--- config.mk ---
export PLATFORM = sky130hd
export DESIGN_NAME = rpsc_annunciator
export DESIGN_NICKNAME = d
export VERILOG_FILES = /design/src/rtl/rpsc_annunciator.sv
export SDC_FILE = /design/constraint.sdc
export NUM_CORES = 1
export LEC_CHECK = 0
export ABC_AREA = 1
export CELL_PAD_IN_SITES_DETAIL_PLACEMENT = 1
export CELL_PAD_IN_SITES_GLOBAL_PLACEMENT = 2
export CORE_MARGIN = 2
export CORE_UTILIZATION = 29
export CTS_CLUSTER_SIZE = 8
export DETAILED_ROUTE_END_ITERATION = 12
export DONT_BUFFER_PORTS = 1
export GPL_TIMING_DRIVEN = 0
export PLACE_DENSITY_LB_ADDON = 0.05
export REMOVE_ABC_BUFFERS = 1
export SLEW_MARGIN = 20
export SYNTH_ARGS = -nofsm -noshare
export SYNTH_HDL_FRONTEND = slang
export SYNTH_SLANG_ARGS = --single-unit
export TNS_END_PERCENT = 1
--- constraint.sdc ---
create_clock -name clk -period 3.45 [get_ports clk]
set_input_delay 1.035 -clock clk [delete_from_list [all_inputs] [get_ports clk]]
set_output_delay 1.035 -clock clk [all_outputs]
set_load 0.01 [all_outputs]
--- src/rtl/rpsc_annunciator.sv ---
// rtl/rpsc_annunciator.sv - first-out fault annunciator for the RPSC interlock card
// Eight lock-in alarm channels with flash/steady lamps, horn, ack/reset and first-out capture.
module rpsc_annunciator #(
  parameter int FLASH_DIV = 25_000_000
) (
  input  logic       clk,
  input  logic       reset,
  input  logic [7:0] fault_in,
  input  logic       ack,
  input  logic       rst_btn,
  input  logic       lamp_test,
  output logic [7:0] lamp,
  output logic       horn,
  output logic [7:0] first_out,
  output logic       first_valid,
  output logic       trip
);

  localparam int CW = $clog2(FLASH_DIV);
  localparam logic [CW-1:0] CNT_MAX = CW'(FLASH_DIV - 1);

  typedef enum logic [1:0] {
    ST_IDLE    = 2'd0,
    ST_ALERT   = 2'd1,
    ST_ACKED   = 2'd2,
    ST_CLEARED = 2'd3
  } state_e;

  // Synchronizers; button chains carry a third stage for rising-edge detection.
  logic [7:0] fault_s1_q, fault_s2_q;
  logic [2:0] ack_sync_q, rst_sync_q;
  logic [1:0] lt_sync_q;

  logic [CW-1:0] cnt_q, cnt_d;
  logic          fast_q, fast_d;
  logic          slow_q, slow_d;

  state_e        state_q [8];
  state_e        state_d [8];
  logic [7:0]    entered_q, entered_d;

  logic [7:0]    lamp_q, lamp_d;
  logic          horn_q, horn_d;
  logic [7:0]    first_out_q, first_out_d;
  logic          first_valid_q, first_valid_d;
  logic          trip_q, trip_d;

  logic          ack_p, rst_p;
  logic          all_idle, any_alert;

  assign ack_p = ack_sync_q[1] & ~ack_sync_q[2];
  assign rst_p = rst_sync_q[1] & ~rst_sync_q[2];

  always_comb begin
    cnt_d  = cnt_q + CW'(1);
    fast_d = fast_q;
    slow_d = slow_q;
    if (cnt_q == CNT_MAX) begin
      cnt_d  = '0;
      fast_d = ~fast_q;
      // Slow toggles on the falling fast toggle, giving twice the half period.
      if (fast_q) slow_d = ~slow_q;
    end
  end

  always_comb begin
    entered_d = '0;
    for (int i = 0; i < 8; i++) begin
      state_d[i] = state_q[i];
      case (state_q[i])
        ST_IDLE: begin
          if (fault_s2_q[i]) begin
            state_d[i]   = ST_ALERT;
            entered_d[i] = 1'b1;
          end
        end
        ST_ALERT: begin
          if (ack_p) state_d[i] = fault_s2_q[i] ? ST_ACKED : ST_CLEARED;
        end
        ST_ACKED: begin
          if (!fault_s2_q[i]) state_d[i] = ST_CLEARED;
        end
        ST_CLEARED: begin
          // A returning fault outranks an operator reset in the same cycle.
          if (fault_s2_q[i])  state_d[i] = ST_ALERT;
          else if (rst_p)     state_d[i] = ST_IDLE;
        end
        default: state_d[i] = ST_IDLE;
      endcase
    end
  end

  always_comb begin
    lamp_d    = '0;
    all_idle  = 1'b1;
    any_alert = 1'b0;
    for (int i = 0; i < 8; i++) begin
      case (state_q[i])
        ST_ALERT: begin
          lamp_d[i] = fast_q;
          any_alert = 1'b1;
          all_idle  = 1'b0;
        end
        ST_ACKED: begin
          lamp_d[i] = 1'b1;
          all_idle  = 1'b0;
        end
        ST_CLEARED: begin
          lamp_d[i] = slow_q;
          all_idle  = 1'b0;
        end
        default: lamp_d[i] = 1'b0;
      endcase
    end
    if (lt_sync_q[1]) lamp_d = 8'hFF;
    horn_d = any_alert;
    trip_d = ~all_idle;

    first_out_d   = first_out_q;
    first_valid_d = first_valid_q;
    if (all_idle) begin
      first_out_d   = '0;
      first_valid_d = 1'b0;
    end else if (!first_valid_q && (entered_q != 8'd0)) begin
      first_out_d   = entered_q & (~entered_q + 8'd1);
      first_valid_d = 1'b1;
    end
  end

  always_ff @(posedge clk or negedge reset) begin
    if (!reset) begin
      fault_s1_q    <= '0;
      fault_s2_q    <= '0;
      ack_sync_q    <= '0;
      rst_sync_q    <= '0;
      lt_sync_q     <= '0;
      cnt_q         <= '0;
      fast_q        <= 1'b0;
      slow_q        <= 1'b0;
      for (int i = 0; i < 8; i++) state_q[i] <= ST_IDLE;
      entered_q     <= '0;
      lamp_q        <= '0;
      horn_q        <= 1'b0;
      first_out_q   <= '0;
      first_valid_q <= 1'b0;
      trip_q        <= 1'b0;
    end else begin
      fault_s1_q    <= fault_in;
      fault_s2_q    <= fault_s1_q;
      ack_sync_q    <= {ack_sync_q[1:0], ack};
      rst_sync_q    <= {rst_sync_q[1:0], rst_btn};
      lt_sync_q     <= {lt_sync_q[0], lamp_test};
      cnt_q         <= cnt_d;
      fast_q        <= fast_d;
      slow_q        <= slow_d;
      for (int i = 0; i < 8; i++) state_q[i] <= state_d[i];
      entered_q     <= entered_d;
      lamp_q        <= lamp_d;
      horn_q        <= horn_d;
      first_out_q   <= first_out_d;
      first_valid_q <= first_valid_d;
      trip_q        <= trip_d;
    end
  end

  assign lamp        = lamp_q;
  assign horn        = horn_q;
  assign first_out   = first_out_q;
  assign first_valid = first_valid_q;
  assign trip        = trip_q;

endmodule

==> flow_summary.toml, run 1 <==
[worst_setup_path]
rrSetupSlack_ns = 1.70
critPathRequiredTime_ns = 2.41
reg2regPathDepth = 7
rr_endpoint = "first_out[7]"
worstPathMaxFanout = 4
critical_path_arrival_ns = 0.81
crit_start = "first_valid"
timing.rr.start = "state_q[8]"
criticalPathCategory = "register to output port"
end_kind = "output port"
startpoint_type = "register"

[pwr]
power_density_nw_per_um2 = 673
p_leak_nw = 2.68
ir_drop_uv = 271

[route]
drt.antenna.violating_nets = 0
drc = 0
viasPerCell = 4.45
firstDrtPassIters = 4
drtIter0Drc = 73
route.vias.total = 3615
wl_per_cell_um = 14.6
drt-total-wl_um = 11800

[clock_network]
cts_root_buf = "clkbuf_16"
cts_tree = "yes"
clk_pin_slew_ns = 0.07
hold_buffers = 0
htree_levels = 3
cts_buffer_depth = 2
clkSinkCount = 94
cts-resized-gates = 0
cts_setup_buffers = 0
clk_latency_ns = 0.35
cts_made_buffers = 9

[yosys]
synth_area_um2 = 4860
synth-xor-area-share_pct = 2.70
synth_cell_types = 30
synthAdderAreaFrac_pct = 9.26
avgSynthCellArea_um2 = 8.43
ys_ff_latch = 94
yosys_warnings = 0
synth_top_family_by_area = "simple AND/OR/NAND/NOR gates"
yosysSeqAreaShare_pct = 48.4
synth-simple-area-share_pct = 27.0
synth_compound_area_share_pct = 5.92
syn_inst = 577
synth_mux_area_share_pct = 0

[cells_and_area]
drive_gt1_share_pct = 6.42
nets = 636
area_growth_syn_to_layout_pct = 12.0
insertedDiodeCount = 0

[global_route]
grt.total_usage_pct = 14.4
grt_pass1_wl_um = 19900
gr-total-overflow = 0
antenna_found_initial = 0
grt_pass1_vias = 3911
grt_max_degree = 95

[sta]
setup_viol = 0
fin_crit_sh_pct = 53.4
rsz0062_at_grt = "false"
finalMaxSlewViolations = 0
max_freq_mhz = 543
worst_pin_slew_ns = 0.545
final.min_clock_period_ns = 1.84
finalClockSkew_ns = 0.00790
tns_ns = 0
hold_viol_final = 0
final.setup.worst_slack_ns = 1.61
max_slew_margin_pct = 63.6

[placed_design]
dp_hpwl_um = 9000
post-place-ws_ns = 1.65
routabilityCongestion = 0.791
io_buffer_count = 0

[floorplan]
ios = 32
dieArea_um2 = 17800
rows = 47
die_h_um = 134
initial_core_util_pct = 29.5
core_um2 = 16500
die_w_um = 134

[hold_path]
hold_class = "register to register"
hold_depth = 0
worst_hold_path.endpoint = "fault_s2_q[4]"
hp-start = "fault_s1_q[4]"

[status]
status = "complete, no violations"

[job]
max-cap-violations = 0
[placed cells by master, fill, tap and decap left out, types with 5 or more instances in the layout]
cell,synthesis,routed
clkbuf_16,0,9
ha_1,36,36
nor2_2,5,5
dfrtp_1,94,94
a21oi_1,14,14
nor3_1,7,7
nand3_1,35,35
nand4_1,12,12
nand2_1,128,128
nor2_1,90,90
o21ai_0,15,15
o21ai_1,8,8
o211a_1,6,6
xor2_1,11,11
nand2_2,5,5
inv_1,81,81
[synth_stat cells]
cell type | count | area (µm²)
a21oi_1 | 14 | 70.1
and3_1 | 2 | 12.5
clkbuf_1 | 1 | 3.75
clkinv_1 | 1 | 3.75
clkinv_4 | 1 | 8.76
dfrtp_1 | 94 | 2350
ha_1 | 36 | 450
inv_1 | 81 | 304
inv_2 | 2 | 7.51
nand2_1 | 128 | 480
nand2_2 | 5 | 31.3
nand3_1 | 35 | 175
nand3_2 | 3 | 30.0
nand3_4 | 1 | 17.5
nand3b_1 | 2 | 15.0
nand4_1 | 12 | 75.1
nor2_1 | 90 | 338
nor2_2 | 5 | 31.3
nor2_4 | 4 | 45.0
nor2b_1 | 1 | 6.26
nor3_1 | 7 | 35.0
nor3_4 | 1 | 16.3
nor4_1 | 1 | 6.26
o211a_1 | 6 | 60.1
o21ai_0 | 15 | 75.1
o21ai_1 | 8 | 40.0
o21bai_1 | 4 | 30.0
o22ai_1 | 2 | 12.5
xnor2_1 | 4 | 35.0
xor2_1 | 11 | 96.3
[registers in the layout (all words and copies together) (netlist names)]
signal and cells:
horn 1, lt_sync_q 2, fault_s2_q 8, first_out 8
state_q 16, fault_s1_q 8, rst_sync_q 3, cnt_q 25
trip 1, lamp 8, fast_q 1, ack_sync_q 3
first_valid 1, slow_q 1, entered_q 8
[layout make-up]
cell class                      instances  area, µm²
Clock buffer                            9        225
Tap cell                              220        275
Multi-Input combinational cell        397       2180
Inverter                               85        324
Fill cell                            1993      11000
Clock inverter                          7       86.3
Sequential cell                        94       2350
[worst max path at each step]
stage / slack, ns / cells past startpoint / endpoint
4_1_cts: 1.59 / 0 / first_valid
5_1_grt: 1.52 / 7 / first_out[2]
6_report: 1.61 / 0 / first_valid
2_1_floorplan: 2.01 / 0 / first_valid
3_5_place_dp: 1.65 / 7 / first_out[7]
3_3_place_gp: 1.69 / 7 / first_out[1]
[power breakdown]
group	internal (mW)	switching, mW
logic	0.445	0.710
clock network	0.579	0.480
registers	1.29	0.164
total	2.31	1.35
[per-stage QoR]
step / power [mW] / cell area (µm²) / hold WS (ns) / util [%] / std cells
global placement: 2.62 / 5140 / 0.332 / 31.2 / 796
floorplan: 2.34 / 4860 / 0.331 / - / 576
detailed placement: 2.65 / 5140 / 0.336 / 31.2 / 796
global route: 4.00 / 5450 / 0.343 / 33.1 / 812
CTS: 3.75 / 5450 / 0.354 / 33.1 / 812
finish: 3.66 / 5450 / 0.352 / 33.1 / 812
[routing by layer]
metal | GRT usage [%] | part of all wire [%] | wire, µm
met1 | 18.6 | 47 | 5600
met2 | 24.1 | 49 | 5750
met3 | 2.55 | 2.0 | 233
met4 | 5.50 | 2.0 | 234
met5 | 0 | 0 | 0
[cell families (layout without fill, tap and decap cells)]
kind of cell,count (synthesis),count (layout)
AOI/OAI and AO/OA,49,49
DFF,94,94
buffers and inverters,86,101
xor gates and xnor gates,15,15
adders and majority gates,36,36
and+or+nand+nor,297,297
Power figures use the tool's default switching activity.
==> run 2, diff against run 1 <==
- clock period: 3.45 -> 1.8 ns (I/O delays scaled with it)
==> run 2 against run 1 <==
  * The run now ends with hold timing left
  * Clock-buffer cell count unchanged
  * Sequential share of layout area about the same
  * Power up 92%
  * First-iteration DRC count up 5.5%
  * Largest power group unchanged
  * Critical path depth up 6
  * Register-to-register slack worse by 1.6 ns
  * Clock power up 92%
  * Critical path type is now register to register
==> flow_summary.toml, run 2 (synthesis gave the netlist of run 1 again) <==
[clock_network]
clkSinkCount = 94
clk_latency_ns = 0.35
cts_buffer_depth = 2
cts_root_buf = "clkbuf_16"
htree_levels = 3
clk_pin_slew_ns = 0.07
cts_tree = "yes"
cts_made_buffers = 9

[sta]
finalMaxSlewViolations = 0
whs_ns = -0.125
finalClockSkew_ns = 0.00877
setup_viol = 0
max_slew_margin_pct = 63.7
max_freq_mhz = 600
final.min_clock_period_ns = 1.67
rsz0062_at_grt = "false"
tns_ns = 0
hold_viol_final = 94
worst_pin_slew_ns = 0.544
fin_crit_sh_pct = 92.5

[worst_setup_path]
worstPathMaxFanout = 7
reg2regPathDepth = 6
critPathRequiredTime_ns = 2.02
critical_path_arrival_ns = 1.89
end_kind = "register"
startpoint_type = "register"
criticalPathCategory = "register to register"

[route]
viasPerCell = 4.45
route.vias.total = 3616
wl_met3_um = 249
drtIter0Drc = 77
firstDrtPassIters = 4
drt.antenna.violating_nets = 0
wl_per_cell_um = 14.6
wl_met2_um = 5750
top_layer = "met4"
drc = 0
m1WireLength_um = 5590
drt-total-wl_um = 11800

[placed_design]
io_buffer_count = 0
postPlaceCellArea_um2 = 5140
routabilityCongestion = 0.791
dp_hpwl_um = 9000

[cells_and_area]
nets = 636
final_common_cell = "nand2_1"
stdcell_area_um2 = 5450
largest-register = "cnt_q"
drive_gt1_share_pct = 6.93
final_cell_mix = "128 x nand2_1, 94 x dfrtp_1, 88 x nor2_1"
insertedDiodeCount = 0
largest_reg_flops = 25
largestRegisters = "cnt_q (25), state_q (16)"
area_growth_syn_to_layout_pct = 12.1
final_util_pct = 33.1

[floorplan]
core_um2 = 16500
die_h_um = 134
rows = 47
ios = 32
die_w_um = 134
initial_core_util_pct = 29.5
dieArea_um2 = 17800

[status]
status = "complete, but fails checks"
violations = "hold timing"

[global_route]
gr-total-overflow = 0
antenna_found_initial = 0
grt_max_degree = 95
grt_pass1_vias = 3911
grt.total_usage_pct = 14.4
grt_pass1_wl_um = 19900

[pwr]
power_mw = 7.03
power_density_nw_per_um2 = 1290
p_leak_nw = 2.68
ir_drop_uv = 519

[hold_path]
hold_class = "input pin to asynchronous set/reset pin"

[job]
max-cap-violations = 0
==> run 2: area by class of cell <==
cell class | count | area (µm²)
multi-input cells | 397 | 2190
fillers | 1993 | 11000
inverters | 85 | 325
well taps | 220 | 275
clock inverters | 7 | 86.3
flip-flops and latches | 94 | 2350
clock buffers | 9 | 225
==> run 2: worst paths after layout <==
check / startpoint / end / slack, ns
min: reset / first_out[5] / -0.13
max: cnt_q[0] / cnt_q[22] / 0.13
max reg2reg: cnt_q[0] / cnt_q[22] / 0.13
min in group clk: ack / ack_sync_q[0] / 0.21
max in group asynchronous: reset / fault_s1_q[3] / 1.79
min reg2reg: fault_s1_q[4] / fault_s2_q[4] / 0.35
==> run 2: what timing repair did <==
action / 4_1_cts / 5_1_grt
gates cloned: 0 / 0
setup endpoints to repair: 1 / 8
setup buffers: 0 / 0
gates resized for setup: 1 / 2
hold endpoints to repair: 94 / 94
==> run 2: where the power goes <==
group / switching, mW / internal (mW)
sequential: 0.314 / 2.47
clock: 0.918 / 1.11
combinational: 1.36 / 0.853
==> run 2: per-layer routing <==
metal / vias to the layer above / track usage (%)
li1: 1829 / -
met1: 1742 / 18.6
met2: 32 / 24.1
met3: 13 / 2.55
met4: 0 / 5.50
met5: - / 0
==> run 2: per-stage QoR <==
step	setup WS, ns	std cells
3_3_place_gp	0.0441	796
6_report	0.134	812
2_1_floorplan	0.394	576
5_1_grt	0.0226	812
4_1_cts	0.0633	812
3_5_place_dp	0.00413	796
==> run 2: worst max-delay path: stages, from the launching register on <==
cell	delay, ns
dfrtp_1	0.41
ha_1	0.25
nand3_4	0.14
clkinv_4	0.11
nand3_2	0.09
nor3_4	0.44
nor2_1	0.10
